[src/rtl/cnn_pkg.sv]
// ----------------------------------------------------------------------------
// cnn_pkg
//   Shared types and helpers for the cnn run checker and its compare helper.
//   - state_e : run-controller states
//   - elem_t  : default-width signed feature-map element
//   - addr_w  : address width for n elements, never narrower than 1 bit
// ----------------------------------------------------------------------------
package cnn_pkg;

    typedef enum logic [2:0] {
        ST_IDLE   = 3'd0,
        ST_LAUNCH = 3'd1,
        ST_WAIT   = 3'd2,
        ST_SCAN   = 3'd3,
        ST_FLUSH  = 3'd4,
        ST_DONE   = 3'd5
    } state_e;

    // Default element width; modules carry their own DATA_W_p parameter.
    localparam int ELEM_W = 16;
    typedef logic signed [ELEM_W-1:0] elem_t;

    function automatic int addr_w(input int n);
        int w;
        w = $clog2(n);
        if (w < 1) begin
            addr_w = 1;
        end else begin
            addr_w = w;
        end
    endfunction

endpackage : cnn_pkg

[src/rtl/cnn_abs_diff_cmp.sv]
// ----------------------------------------------------------------------------
// cnn_abs_diff_cmp
//   Combinational tolerance compare of two signed elements.
//   Both operands are sign-extended by one bit before subtracting so that the
//   difference of extreme values (e.g. 0x7FFF vs 0x8000) cannot wrap.
// Ports
//   a_i        in  DATA_W_p  signed element (DUT side)
//   b_i        in  DATA_W_p  signed element (golden side)
//   mismatch_o out 1         |a_i - b_i| > TOL_p
// ----------------------------------------------------------------------------
module cnn_abs_diff_cmp
    import cnn_pkg::*;
#(
    parameter int DATA_W_p = 16,
    parameter int TOL_p    = 0
) (
    input  logic signed [DATA_W_p-1:0] a_i,
    input  logic signed [DATA_W_p-1:0] b_i,
    output logic                       mismatch_o
);

    localparam logic [DATA_W_p:0] TOL_EXT = (DATA_W_p + 1)'(TOL_p);

    logic signed [DATA_W_p:0] a_ext_s;
    logic signed [DATA_W_p:0] b_ext_s;
    logic signed [DATA_W_p:0] diff_s;
    logic        [DATA_W_p:0] abs_s;

    // Widen, subtract, take magnitude and compare against the tolerance.
    always_comb begin
        a_ext_s = {a_i[DATA_W_p-1], a_i};
        b_ext_s = {b_i[DATA_W_p-1], b_i};
        diff_s  = a_ext_s - b_ext_s;
        if (diff_s[DATA_W_p]) begin
            abs_s = $unsigned(-diff_s);
        end else begin
            abs_s = $unsigned(diff_s);
        end
        mismatch_o = (abs_s > TOL_EXT);
    end

endmodule : cnn_abs_diff_cmp

[config.mk]
export PLATFORM = sky130hd
export DESIGN_NAME = cnn_abs_diff_cmp
export DESIGN_NICKNAME = d
export VERILOG_FILES = /design/src/rtl/cnn_pkg.sv /design/src/rtl/cnn_abs_diff_cmp.sv
export SDC_FILE = /design/constraint.sdc
export NUM_CORES = 1
export LEC_CHECK = 0
export CAP_MARGIN = 20
export CORE_UTILIZATION = 53
export DETAILED_ROUTE_END_ITERATION = 7
export PLACE_DENSITY = 0.85
export SYNTH_ARGS = -nofsm -noshare
export SYNTH_HDL_FRONTEND = slang
export SYNTH_SLANG_ARGS = --single-unit
[constraint.sdc]
create_clock -name vclk -period 4.9
set_input_delay 0.98 -clock vclk [all_inputs]
set_output_delay 0.98 -clock vclk [all_outputs]
set_load 0.01 [all_outputs]
==> results of run 1 <==
cell families after synthesis:
logic type	after synthesis	share of synthesized area
fa+ha+maj	17	0.1648
simple gates	67	0.3034
compound gates	77	0.4129
xor+xnor	7	0.04588
buf+inv	24	0.07303
synth_stat cells, types with 2 or more instances:
library cell / count
a211oi_1: 3
o211a_1: 4
or3_1: 3
or2_2: 2
xor2_1: 4
nand2b_1: 3
a21bo_2: 2
or4b_1: 2
nor2_1: 9
a21o_1: 7
and3_1: 2
and2_1: 2
clkbuf_1: 4
nand2_1: 10
or4_1: 4
a2111oi_0: 3
inv_1: 19
o22ai_1: 3
nand3_1: 5
a21oi_1: 20
a31oi_1: 2
o311ai_0: 2
nor3_1: 7
nand4_1: 2
ha_1: 16
o211ai_1: 5
o21ai_0: 9
xnor2_1: 3
o21a_1: 4
nor4_1: 5
through the flow:
step | setup slack, ps | instances | hold WS, ps | instance area, um2 | util
floorplan | 177.2 | 192 | 2527 | 1336 | -
global placement | -705.3 | 310 | 3504 | 2141 | 0.9319
detailed placement | -938.6 | 310 | 3586 | 2141 | 0.9319
==> results.cfg, run 1 <==
[die]
ioPinCount = 33
die_w_um = 52.21
die-height_um = 52.21
start_util = 0.5817
rows = 17

[yosys]
ys_types = 56
yosysTopAreaCell = ha_1
syn_avg_cell_area_um2 = 6.960
synth_top_area_share = 0.1498
netlist_instances = 192
synthTopCellsByArea = ha_1 (15%), a21oi_1 (7.5%), inv_1 (5.3%)
synthesis.area_mm2 = 0.001336
ys_warn_count = 0
yosysSeqAreaShare = 0
synth.net_count = 241

[place]
dp_hpwl_mm = 4.354
gp_congestion = 0.8582
io_buffers = 33

[clock_tree]
post_cts.repair.setup_buffers = 8
cts_resized = 76
hold_buffers = 0

[run_status]
lastStage = clock tree synthesis
outcome = aborted with a tool error
error_line = [ERROR DPL-0038] Utilization greater than 100%, impossible to legalize
==> run 2: changes to the inputs <==
--- a/config.mk
+++ b/config.mk
@@ -6,9 +6,10 @@
 export NUM_CORES = 1
 export LEC_CHECK = 0
 export CAP_MARGIN = 20
-export CORE_UTILIZATION = 53
+export CORE_AREA = 2 2 63 65
 export DETAILED_ROUTE_END_ITERATION = 7
-export PLACE_DENSITY = 0.85
+export DIE_AREA = 0 0 65 67
+export PLACE_DENSITY_LB_ADDON = 0.15
 export SYNTH_ARGS = -nofsm -noshare
 export SYNTH_HDL_FRONTEND = slang
 export SYNTH_SLANG_ARGS = --single-unit
==> run 2 against run 1 <==
  * Area after synthesis unchanged
  * Synthesized cell count did not move
  * The flow now finishes, with violations (setup timing)
==> results.cfg, run 2 <==
[die]
die-height_um = 67
ioPinCount = 33
die_w_um = 65
dieArea_mm2 = 0.004355
coreArea_mm2 = 0.003606
start_util = 0.3706
rows = 22

[yosys]
yosysSeqAreaShare = 0
ys_warn_count = 0
synthesis.area_mm2 = 0.001336
yosysTopAreaCell = ha_1
synth_top_area_share = 0.1498
synth.net_count = 241
yosysMostFrequentCell = a21oi_1
synthTopCellsByArea = ha_1 (15%), a21oi_1 (7.5%), inv_1 (5.3%)
ys_types = 56
netlist_instances = 192
synth_commonest_cells = a21oi_1 (20), inv_1 (19), ha_1 (16), nand2_1 (10)
syn_avg_cell_area_um2 = 6.960

[layout]
mostFrequentLayoutCells = buf_4 (72), clkdlybuf4s50_1 (15), a21oi_1 (12)
final_util = 0.7134
multi_input_area_mm2 = 0.001520
final_common_cell = buf_4
seq_cells = 0
register_area_um2 = 0
nFillCells = 287
fin_cells = 346
finalNetCount = 349
n_antenna_cell = 0
nClkBuffers = 0
area_delta_synth_final_pct = 92.51
finalInstanceArea_mm2 = 0.002572
drive_gt1_frac = 0.4966

[place]
place_inst = 334
gp_congestion = 0.8802
dp_slack_ps = -862.2
io_buffers = 33
placed_cell_area_mm2 = 0.002196
dp_hpwl_mm = 3.444

[worst_setup_path]
start_kind = input pin
slowest_stage = or4b_4
crit_arrival_ps = 3960
critPathMaxFanout = 2
cp_common_cell = o211ai_1
worst_ep_required_time_ps = 3920
critPathKind = in -> out
cp-end-kind = output port
critPathMaxStageDelay_ps = 480
path_cells = clkdlybuf4s50_1, inv_1, ha_1, or3b_4, a31oi_1, a222oi_1, o21a_1, or4b_4, o311ai_2, o211ai_1, nor4_2, o211ai_1, buf_2

[sta]
fin_crit_sh = 1.009
slew_headroom = 0.5736
tightest_slew_ps = 639.6
hold_viol = 0
max_freq_ghz = 0.2022
slew_violations = 0
finalCriticalPeriod_ps = 4944
setup_ws_ps = -44.45
rsz0062_at_grt = yes
setup_viol = 1

[power_and_ir_drop]
switching_share = 0.4612
intPower_mw = 0.2162
p_comb_frac = 1.000
clkPwrFrac = 0
switchingPower_mw = 0.1850
p_per_area_mw_per_mm2 = 155.9
seq_power_share = 0
leakagePower_nw = 1.204
peakVddDrop_mv = 0.1071

[global_route]
grt_util_all_layers = 0.2030
grt-ovfl-total = 0
grt_pass1_vias = 1756
grt_pass1_wl_mm = 7.320
antenna_found_initial = 0
grt_max_degree = 11

[routing]
postRouteAntennaNets = 0
dr.pass1.iters = 4
vias = 1892
drt_iter0_drc = 103
wire_per_inst_um = 13.93
routed_wl_mm = 4.821
drc_errors = 0
vias_per_cell = 5.468

[run_status]
outcome = complete, but fails checks
violations = setup timing

[min_path]
worstHoldPathType = in -> out

[job]
cap_violations = 0

[clock_tree]
hold_buffers = 0
-- run 2: cell counts after synthesis --
No cell type changed its count.
-- run 2: layout make-up --
class | instances | area share
inverter | 19 | 0.02870
tap | 48 | 0.02335
timing repair buffer | 111 | 0.3570
multi-input combinational | 168 | 0.5910
-- run 2: worst paths after layout --
| check | start | end | cells after the start |
|---|---|---|---|
| worst min-delay path | b_i[0] | mismatch_o | 8 |
| worst max-delay path | b_i[15] | mismatch_o | 13 |
-- run 2: kinds of logic (layout without fill, tap and decap cells) --
| group | after synthesis | count (layout) | share of synthesized area |
|---|---|---|---|
| AND/OR/NAND/NOR | 67 | 67 | 0.3034 |
| buffers and inverters | 24 | 130 | 0.07303 |
| AO/OA/AOI/OAI | 77 | 77 | 0.4129 |
| adder cells (fa/ha/maj) | 17 | 17 | 0.1648 |
| XOR/XNOR | 7 | 7 | 0.04588 |
-- run 2: worst max-delay path: cells and delay by family --
| kind | cells | cell delay (ps) |
|---|---|---|
| simple gates | 3 | 1190 |
| fa+ha+maj | 1 | 270 |
| compound gates | 6 | 890 |
| buf+inv | 3 | 640 |
-- run 2: through the flow --
step	power [mW]	setup TNS (ps)	hold slack, ps
2_1_floorplan	0.1688	0	2527
3_3_place_gp	0.3142	-747.8	3526
3_5_place_dp	0.3157	-862.2	3534
4_1_cts	0.3599	-61.34	2844
5_1_grt	0.4359	-210.3	2892
6_report	0.4012	-44.45	2836
-- run 2: timing repair --
action,CTS,global route
pin swaps,17,30
setup buffers,5,7
cloned,0,0
setup endpoints to repair,1,1
resized for setup,60,50
-- run 2: layer usage --
| metal | GRT usage | vias up | wire (um) | part of all wire |
|---|---|---|---|---|
| met5 | 0 | - | 0 | 0 |
| met4 | 0.01064 | 0 | 21 | 0.0044 |
| met2 | 0.3647 | 31 | 2356 | 0.49 |
| li1 | - | 963 | - | - |
| met3 | 0.003378 | 2 | 137 | 0.028 |
| met1 | 0.2828 | 896 | 2305 | 0.48 |
-- run 2: power by group through the flow --
stage | Sequential (mW) | Combinational (mW) | Clock [mW]
6_report | 0 | 0.401 | 0
5_1_grt | 0 | 0.436 | 0
4_1_cts | 0 | 0.360 | 0
3_5_place_dp | 0 | 0.316 | 0
3_3_place_gp | 0 | 0.314 | 0
2_1_floorplan | 0 | 0.169 | 0
No activity file was read; power rests on OpenSTA's default activity.
